[config.mk]
export PLATFORM = sky130hd
export DESIGN_NAME = lsu_flat
export DESIGN_NICKNAME = d
export VERILOG_FILES = /design/src/rtl/lsu_pkg.sv /design/src/rtl/lsu_if.sv /design/src/rtl/lsu_check.sv /design/src/rtl/lsu.sv /design/src/flat_wrapper.sv
export SDC_FILE = /design/constraint.sdc
export NUM_CORES = 1
export LEC_CHECK = 0
export BUFFER_PORTS_ARGS = -buffer_cell sky130_fd_sc_hd__buf_2
export CAP_MARGIN = 40
export CORE_ASPECT_RATIO = 1.2
export CORE_MARGIN = 3
export CORE_UTILIZATION = 41
export CTS_CLUSTER_SIZE = 20
export DETAILED_ROUTE_END_ITERATION = 10
export HOLD_SLACK_MARGIN = 0.03
export PLACE_DENSITY = 0.76
export SYNTH_ARGS = -nofsm -noshare
export SYNTH_HDL_FRONTEND = slang
export SYNTH_SLANG_ARGS = --single-unit
[constraint.sdc]
create_clock -name clk -period 1.3 [get_ports clk]
set_input_delay 0.195 -clock clk [delete_from_list [all_inputs] [get_ports clk]]
set_output_delay 0.195 -clock clk [all_outputs]
set_load 0.01 [all_outputs]
[src/rtl/lsu_pkg.sv]
`default_nettype none
// +----------------------------------------------------------------------+
// | lsu_pkg : shared types and encodings for the load/store unit          |
// | Rev 1.0                                                               |
// +----------------------------------------------------------------------+
package lsu_pkg;

  typedef enum logic [1:0] {
    IDLE   = 2'd0,
    ACCESS = 2'd1,
    RESP   = 2'd2
  } state_t;

  localparam logic [2:0] LB  = 3'b000;
  localparam logic [2:0] LH  = 3'b001;
  localparam logic [2:0] LW  = 3'b010;
  localparam logic [2:0] LBU = 3'b100;
  localparam logic [2:0] LHU = 3'b101;
  localparam logic [2:0] SB  = 3'b000;
  localparam logic [2:0] SH  = 3'b001;
  localparam logic [2:0] SW  = 3'b010;

  localparam logic [1:0] ERR_OK       = 2'b00;
  localparam logic [1:0] ERR_MISALIGN = 2'b01;
  localparam logic [1:0] ERR_RANGE    = 2'b10;
  localparam logic [1:0] ERR_ILLEGAL  = 2'b11;

  function automatic logic func3_illegal(input logic is_store, input logic [2:0] func3);
    if (is_store) begin
      return !(func3 == SB || func3 == SH || func3 == SW);
    end
    return (func3 == 3'b011) || (func3 == 3'b110) || (func3 == 3'b111);
  endfunction

  // Halfword alignment applies to both signed and unsigned halfword loads.
  function automatic logic func3_misaligned(input logic [2:0] func3, input logic [1:0] offset);
    if (func3 == LH || func3 == LHU) begin
      return offset[0];
    end
    if (func3 == LW) begin
      return offset != 2'b00;
    end
    return 1'b0;
  endfunction

endpackage
`default_nettype wire

[src/rtl/lsu_if.sv]
`default_nettype none
// +----------------------------------------------------------------------+
// | lsu_if : request, response and data-memory signals of the LSU         |
// | Rev 1.0                                                               |
// +----------------------------------------------------------------------+
interface lsu_if;

  logic        req_valid;
  logic        req_ready;
  logic        req_is_store;
  logic [2:0]  req_func3;
  logic [31:0] req_addr;
  logic [31:0] req_wdata;
  logic [4:0]  req_rd;

  logic        resp_valid;
  logic        resp_ready;
  logic [31:0] resp_data;
  logic [4:0]  resp_rd;
  logic [1:0]  resp_err;

  logic [31:0] mem_addr;
  logic [31:0] mem_wdata;
  logic [2:0]  mem_func3;
  logic        mem_rw;
  logic [31:0] mem_rdata;

  modport slave (
    input  req_valid, req_is_store, req_func3, req_addr, req_wdata, req_rd,
    input  resp_ready, mem_rdata,
    output req_ready, resp_valid, resp_data, resp_rd, resp_err,
    output mem_addr, mem_wdata, mem_func3, mem_rw
  );

  modport master (
    output req_valid, req_is_store, req_func3, req_addr, req_wdata, req_rd,
    output resp_ready, mem_rdata,
    input  req_ready, resp_valid, resp_data, resp_rd, resp_err,
    input  mem_addr, mem_wdata, mem_func3, mem_rw
  );

endinterface
`default_nettype wire

[src/rtl/lsu_check.sv]
`default_nettype none
// +----------------------------------------------------------------------+
// | lsu_check : classifies a request as ok/misaligned/out-of-range/illegal|
// | Rev 1.0                                                               |
// +----------------------------------------------------------------------+
module lsu_check
  import lsu_pkg::*;
#(
  parameter int MEM_WORDS = 11
) (
  input  wire logic        i_is_store,
  input  wire logic [2:0]  i_func3,
  input  wire logic [31:0] i_addr,
  output logic      [1:0]  o_err
);

  logic w_illegal;
  logic w_misaligned;
  logic w_out_of_range;

  always_comb begin
    w_illegal      = func3_illegal(i_is_store, i_func3);
    w_misaligned   = func3_misaligned(i_func3, i_addr[1:0]);
    w_out_of_range = ({2'b00, i_addr[31:2]} >= 32'(MEM_WORDS));

    // Illegal encoding dominates, then alignment, then range.
    if (w_illegal) begin
      o_err = ERR_ILLEGAL;
    end else if (w_misaligned) begin
      o_err = ERR_MISALIGN;
    end else if (w_out_of_range) begin
      o_err = ERR_RANGE;
    end else begin
      o_err = ERR_OK;
    end
  end

endmodule
`default_nettype wire

[src/rtl/lsu.sv]
`default_nettype none
// +----------------------------------------------------------------------+
// | lsu : single-outstanding load/store unit, IDLE -> ACCESS -> RESP      |
// | Rev 1.0                                                               |
// +----------------------------------------------------------------------+
module lsu
  import lsu_pkg::*;
#(
  parameter int MEM_WORDS = 11
) (
  input  wire logic clk,
  input  wire logic rst,
  lsu_if.slave      bus
);

  state_t      r_state;
  state_t      w_state_next;

  logic        r_is_store;
  logic [2:0]  r_func3;
  logic [31:0] r_addr;
  logic [31:0] r_wdata;
  logic [31:0] r_resp_data;
  logic [4:0]  r_resp_rd;
  logic [1:0]  r_resp_err;

  logic [1:0]  w_err;
  logic        w_accept;
  logic        w_load_capture;
  logic        w_req_ready;
  logic        w_resp_valid;
  logic        w_mem_rw;

  lsu_check #(
    .MEM_WORDS (MEM_WORDS)
  ) u_check (
    .i_is_store (bus.req_is_store),
    .i_func3    (bus.req_func3),
    .i_addr     (bus.req_addr),
    .o_err      (w_err)
  );

  always_ff @(posedge clk or negedge rst) begin
    if (!rst) begin
      r_state <= IDLE;
    end else begin
      r_state <= w_state_next;
    end
  end

  always_comb begin
    w_state_next   = r_state;
    w_accept       = 1'b0;
    w_load_capture = 1'b0;
    w_req_ready    = 1'b0;
    w_resp_valid   = 1'b0;
    w_mem_rw       = 1'b0;
    case (r_state)
      IDLE: begin
        w_req_ready = 1'b1;
        if (bus.req_valid) begin
          w_accept     = 1'b1;
          // Faulty requests skip the memory entirely.
          w_state_next = (w_err == ERR_OK) ? ACCESS : RESP;
        end
      end
      ACCESS: begin
        w_mem_rw       = r_is_store;
        w_load_capture = !r_is_store;
        w_state_next   = RESP;
      end
      RESP: begin
        w_resp_valid = 1'b1;
        if (bus.resp_ready) begin
          w_state_next = IDLE;
        end
      end
      default: begin
        w_state_next = IDLE;
      end
    endcase
  end

  always_ff @(posedge clk or negedge rst) begin
    if (!rst) begin
      r_is_store  <= 1'b0;
      r_func3     <= 3'b000;
      r_addr      <= 32'd0;
      r_wdata     <= 32'd0;
      r_resp_data <= 32'd0;
      r_resp_rd   <= 5'd0;
      r_resp_err  <= ERR_OK;
    end else begin
      if (w_accept) begin
        r_is_store  <= bus.req_is_store;
        r_func3     <= bus.req_func3;
        r_addr      <= bus.req_addr;
        r_wdata     <= bus.req_wdata;
        r_resp_data <= 32'd0;
        r_resp_rd   <= bus.req_is_store ? 5'd0 : bus.req_rd;
        r_resp_err  <= w_err;
      end
      if (w_load_capture) begin
        r_resp_data <= bus.mem_rdata;
      end
    end
  end

  assign bus.req_ready  = w_req_ready;
  assign bus.resp_valid = w_resp_valid;
  assign bus.resp_data  = r_resp_data;
  assign bus.resp_rd    = r_resp_rd;
  assign bus.resp_err   = r_resp_err;
  assign bus.mem_addr   = r_addr;
  assign bus.mem_wdata  = r_wdata;
  assign bus.mem_func3  = r_func3;
  assign bus.mem_rw     = w_mem_rw;

endmodule
`default_nettype wire
[src/flat_wrapper.sv]
// flat-port wrapper written by rule: the top's interface ports become plain ports
module lsu_flat import lsu_pkg::*;
#(
  parameter int MEM_WORDS = 11
)
  (clk, rst, bus_req_valid, bus_req_is_store, bus_req_func3, bus_req_addr, bus_req_wdata, bus_req_rd, bus_resp_ready, bus_mem_rdata, bus_req_ready, bus_resp_valid, bus_resp_data, bus_resp_rd, bus_resp_err, bus_mem_addr, bus_mem_wdata, bus_mem_func3, bus_mem_rw);
  lsu_if bus_i ();
  input  wire logic clk;
  input  wire logic rst;
  input wire logic [$bits(bus_i.req_valid)-1:0] bus_req_valid;
  input wire logic [$bits(bus_i.req_is_store)-1:0] bus_req_is_store;
  input wire logic [$bits(bus_i.req_func3)-1:0] bus_req_func3;
  input wire logic [$bits(bus_i.req_addr)-1:0] bus_req_addr;
  input wire logic [$bits(bus_i.req_wdata)-1:0] bus_req_wdata;
  input wire logic [$bits(bus_i.req_rd)-1:0] bus_req_rd;
  input wire logic [$bits(bus_i.resp_ready)-1:0] bus_resp_ready;
  input wire logic [$bits(bus_i.mem_rdata)-1:0] bus_mem_rdata;
  output wire logic [$bits(bus_i.req_ready)-1:0] bus_req_ready;
  output wire logic [$bits(bus_i.resp_valid)-1:0] bus_resp_valid;
  output wire logic [$bits(bus_i.resp_data)-1:0] bus_resp_data;
  output wire logic [$bits(bus_i.resp_rd)-1:0] bus_resp_rd;
  output wire logic [$bits(bus_i.resp_err)-1:0] bus_resp_err;
  output wire logic [$bits(bus_i.mem_addr)-1:0] bus_mem_addr;
  output wire logic [$bits(bus_i.mem_wdata)-1:0] bus_mem_wdata;
  output wire logic [$bits(bus_i.mem_func3)-1:0] bus_mem_func3;
  output wire logic [$bits(bus_i.mem_rw)-1:0] bus_mem_rw;
  assign bus_i.req_valid = bus_req_valid;
  assign bus_i.req_is_store = bus_req_is_store;
  assign bus_i.req_func3 = bus_req_func3;
  assign bus_i.req_addr = bus_req_addr;
  assign bus_i.req_wdata = bus_req_wdata;
  assign bus_i.req_rd = bus_req_rd;
  assign bus_i.resp_ready = bus_resp_ready;
  assign bus_i.mem_rdata = bus_mem_rdata;
  assign bus_req_ready = bus_i.req_ready;
  assign bus_resp_valid = bus_i.resp_valid;
  assign bus_resp_data = bus_i.resp_data;
  assign bus_resp_rd = bus_i.resp_rd;
  assign bus_resp_err = bus_i.resp_err;
  assign bus_mem_addr = bus_i.mem_addr;
  assign bus_mem_wdata = bus_i.mem_wdata;
  assign bus_mem_func3 = bus_i.mem_func3;
  assign bus_mem_rw = bus_i.mem_rw;
  lsu #(.MEM_WORDS(MEM_WORDS)) u_core (.clk(clk), .rst(rst), .bus(bus_i));
endmodule
==> results.py <==
metrics = {
    "route": {
        "drt_pass1_iterations": 4,
        "route.detailed.drc": 0,
        "wl_met3_microns": 966,
        "highest_layer": "met4",
        "wl_met2_microns": 7290,
        "antenna_left": 0,
        "drt-total-wl_microns": 13800,
        "vias": 4021,
        "drt_iter0_markers": 213,
        "wl_per_cell_microns": 17.4,
        "routedLengthMet1_microns": 5200,
        "via_per_inst": 5.06,
    },
    "clocking": {
        "cts.clk_slew.worst_paths_ns": 0.07,
        "clkSinkCount": 109,
        "clockBufferDepth": 2,
        "clk_latency_ns": 0.34,
        "cts_root_buf": "clkbuf_16",
        "cts_tree": "built",
        "numCtsBuffers": 9,
        "ctsHtreeMaxLevel": 3,
    },
    "worst_setup_path": {
        "reg2reg_slack_ns": -0.13,
        "reg2reg_from": "u_core.r_state[1]$_DFFE_PN0P_",
        "worstPathMaxFanout": 4,
        "worstSetupEndpointType": "output port",
        "r2r_end": "u_core.bus.mem_wdata[2]$_DFFE_PN0P_",
        "cp.required_ns": 1.11,
        "rr_worst_depth": 6,
        "startpoint_type": "flop",
        "critical_path_arrival_ns": 1.25,
        "worstSetupPathType": "flop to output port",
    },
    "sta": {
        "setup_slack_ns": -0.144,
        "fin_crit_sh": 1.11,
        "worst_pin_slew_ns": 0.389,
        "skew_ns": 0.0110,
        "whs_ns": 0.0421,
        "drv_slew": 0,
        "min_period_ns": 1.44,
        "fmax_mhz": 693,
        "hold_violations": 0,
        "setup_viol": 108,
        "rsz0062_at_grt": "true",
        "maxSlewHeadroom": 0.738,
    },
    "global_route": {
        "grt_pass1_wl_microns": 19900,
        "track_usage": 0.217,
        "grt_pass1_vias": 3966,
        "overflow": 0,
        "grt_antenna_before_repair": 0,
        "grt_max_degree": 56,
    },
    "final_layout": {
        "fillers": 775,
        "area_growth_pct": 55.6,
        "fin_cells": 794,
        "drive_above_1_share": 0.513,
        "antenna_cells": 0,
        "fin_nets": 775,
    },
    "logic_synthesis": {
        "syn-cell-area_sq_um": 4210,
        "synth_edf_count": 0,
        "yosys.area.top_type_share": 0.647,
        "synth_seq_cells": 109,
        "synthMuxAreaShare": 0,
        "yosysSeqAreaShare": 0.647,
        "synthSimpleGateAreaFrac": 0.233,
        "ys_warn_count": 0,
        "avgSynthCellArea_sq_um": 10.0,
        "ys.flop_type": "dfrtp_1",
        "synth_compound_area_frac": 0.0861,
        "syn-num-nets": 530,
        "synth.distinct_cells": 26,
        "synth_xor_area_frac": 0,
        "yosysTopAreaCell": "dfrtp_1",
        "yosys-top-cells-area": "dfrtp_1 (65%), nand2_1 (19%), a22o_1 (6.7%), buf_2 (2.4%), nand2b_1 (1.0%)",
        "synth_top_family_by_area": "simple AND/OR/NAND/NOR gates",
        "synth-async-reset-ratio": 1.00,
        "syn_inst": 421,
        "synthAdderAreaFrac": 0,
    },
    "floorplan": {
        "ios": 218,
        "core_sq_um": 9760,
        "dieArea_sq_um": 11500,
        "initial_utilization": 0.432,
        "dieHeight_microns": 117,
        "rows": 39,
        "die_x_microns": 98.5,
    },
    "placed_design": {
        "gp_congestion": 0.835,
        "portBuffers": 217,
        "post-place-cells": 752,
        "post-dp-hpwl_microns": 8690,
    },
    "outcome": {
        "violations": "negative setup slack",
        "status": "finished, violations left",
    },
    "pwr": {
        "peakVddDrop_mv": 0.705,
        "p_per_area_nw_per_um2": 1440,
        "total_power_mw": 9.46,
        "total_leakage_power_nw": 3.68,
    },
    "worst_hold_path": {
        "min_path_cells": 3,
        "hp-class": "primary input to flop",
        "hold_end": "u_core.bus.mem_wdata[17]$_DFFE_PN0P_",
        "min_from": "bus_req_wdata[17]",
    },
    "run": {
        "cap_violations": 0,
    },
}
critical path, stage by stage, from the launching register on:
cell      delay [ns]
dfrtp_1         0.39
buf_6           0.13
buf_6           0.12
nand2b_4        0.13
inv_2           0.05
buf_6           0.10
placed cells by master, fill, tap and decap left out, types with 4 or more instances in the layout:
master and n:
dfrtp_1 109, a22o_1 32, nor2_1 4, buf_2 215
clkbuf_16 16, o21ai_1 4, nor4_1 7, nand2b_1 5
nand2_4 10, buf_16 5, nand2_2 49, nand2_1 152
buf_12 7, buf_6 9, buf_4 10
area by class of cell:
class / count / area (sq um) / share of cell area
clock buffers: 9 / 225 / 0.0344
clock inverters: 7 / 97.6 / 0.0149
inverters: 2 / 7.51 / 0.00115
multi-input cells: 288 / 1600 / 0.244
flip-flops and latches: 109 / 2730 / 0.416
well taps: 123 / 154 / 0.0235
repair buffers: 256 / 1750 / 0.266
per-stage QoR:
stage,area [sq um],worst slack (ns),util,TNS (ns)
after CTS,6190,-0.148,0.635,-11.12
after global routing,6560,-0.194,0.672,-14.52
after detailed placement,5490,-0.392,0.563,-24.21
final,6560,-0.144,0.672,-9.10
after floorplan,4210,-0.00800,-,-0.160
after global placement,5480,-0.468,0.561,-31.53
cell families after synthesis:
logic type      count (synthesis)
buf+inv                        25
flops                         109
compound gates                 46
simple gates                  241
sequential cells by signal, summed over array words and instances, names as in the netlist:
| name | count |
|---|---|
| u_core.bus.mem_func3 | 3 |
| u_core.bus.resp_rd | 5 |
| u_core.bus.mem_addr | 32 |
| u_core.r_state | 2 |
| u_core.bus.mem_wdata | 32 |
| u_core.bus.resp_data | 32 |
| u_core.bus.resp_err | 2 |
| u_core.r_is_store | 1 |
what timing repair did:
item | in CTS | in global routing
endpoints found under the hold margin | 109 | 0
buffers inserted | 7 | 3
cloned | 6 | 9
hold buffers | 1 | 0
pin swaps | 9 | 51
resized for setup | 44 | 64
setup endpoints to repair | 111 | 110
synthesized netlist by cell type (2+ instances only):
master	count
nand2_1	211
dfrtp_1	109
a22o_1	32
buf_2	20
nand2b_1	7
nor4_1	7
o21ai_0	6
nor2_1	5
a21oi_1	3
buf_6	3
inv_1	2
nor2_2	2
where the power goes:
group | leakage, nW | total [mW] | switching, mW | internal, mW
logic | 2.13 | 2.32 | 1.24 | 1.09
clock network | 0.152 | 2.94 | 1.25 | 1.70
registers | 1.40 | 4.20 | 0.332 | 3.86
total | 3.68 | 9.46 | 2.81 | 6.65
layer usage:
metal	vias up	track usage
met2	182	0.376
met1	1949	0.265
li1	1864	-
met5	-	0
met4	0	0.100
met3	26	0.0427
how the worst max path moves through the flow:
| stage | from | end | slack (ns) | cells past startpoint |
|---|---|---|---|---|
| after floorplan | u_core.r_state[1]$_DFFE_PN0P_ | u_core.bus.mem_addr[14]$_DFFE_PN0P_ | -0.008 | 7 |
| after global placement | u_core.r_state[1]$_DFFE_PN0P_ | u_core.bus.resp_data[31]$_DFFE_PN0P_ | -0.47 | 4 |
| after detailed placement | u_core.r_state[1]$_DFFE_PN0P_ | u_core.r_is_store$_DFFE_PN0P_ | -0.39 | 6 |
| after CTS | u_core.r_state[0]$_DFFE_PN0P_ | bus_resp_valid | -0.15 | 5 |
| after global routing | u_core.r_state[1]$_DFFE_PN0P_ | u_core.bus.mem_wdata[17]$_DFFE_PN0P_ | -0.19 | 6 |
| final | u_core.r_state[0]$_DFFE_PN0P_ | bus_resp_valid | -0.14 | 5 |
Power figures use the tool's default switching activity.
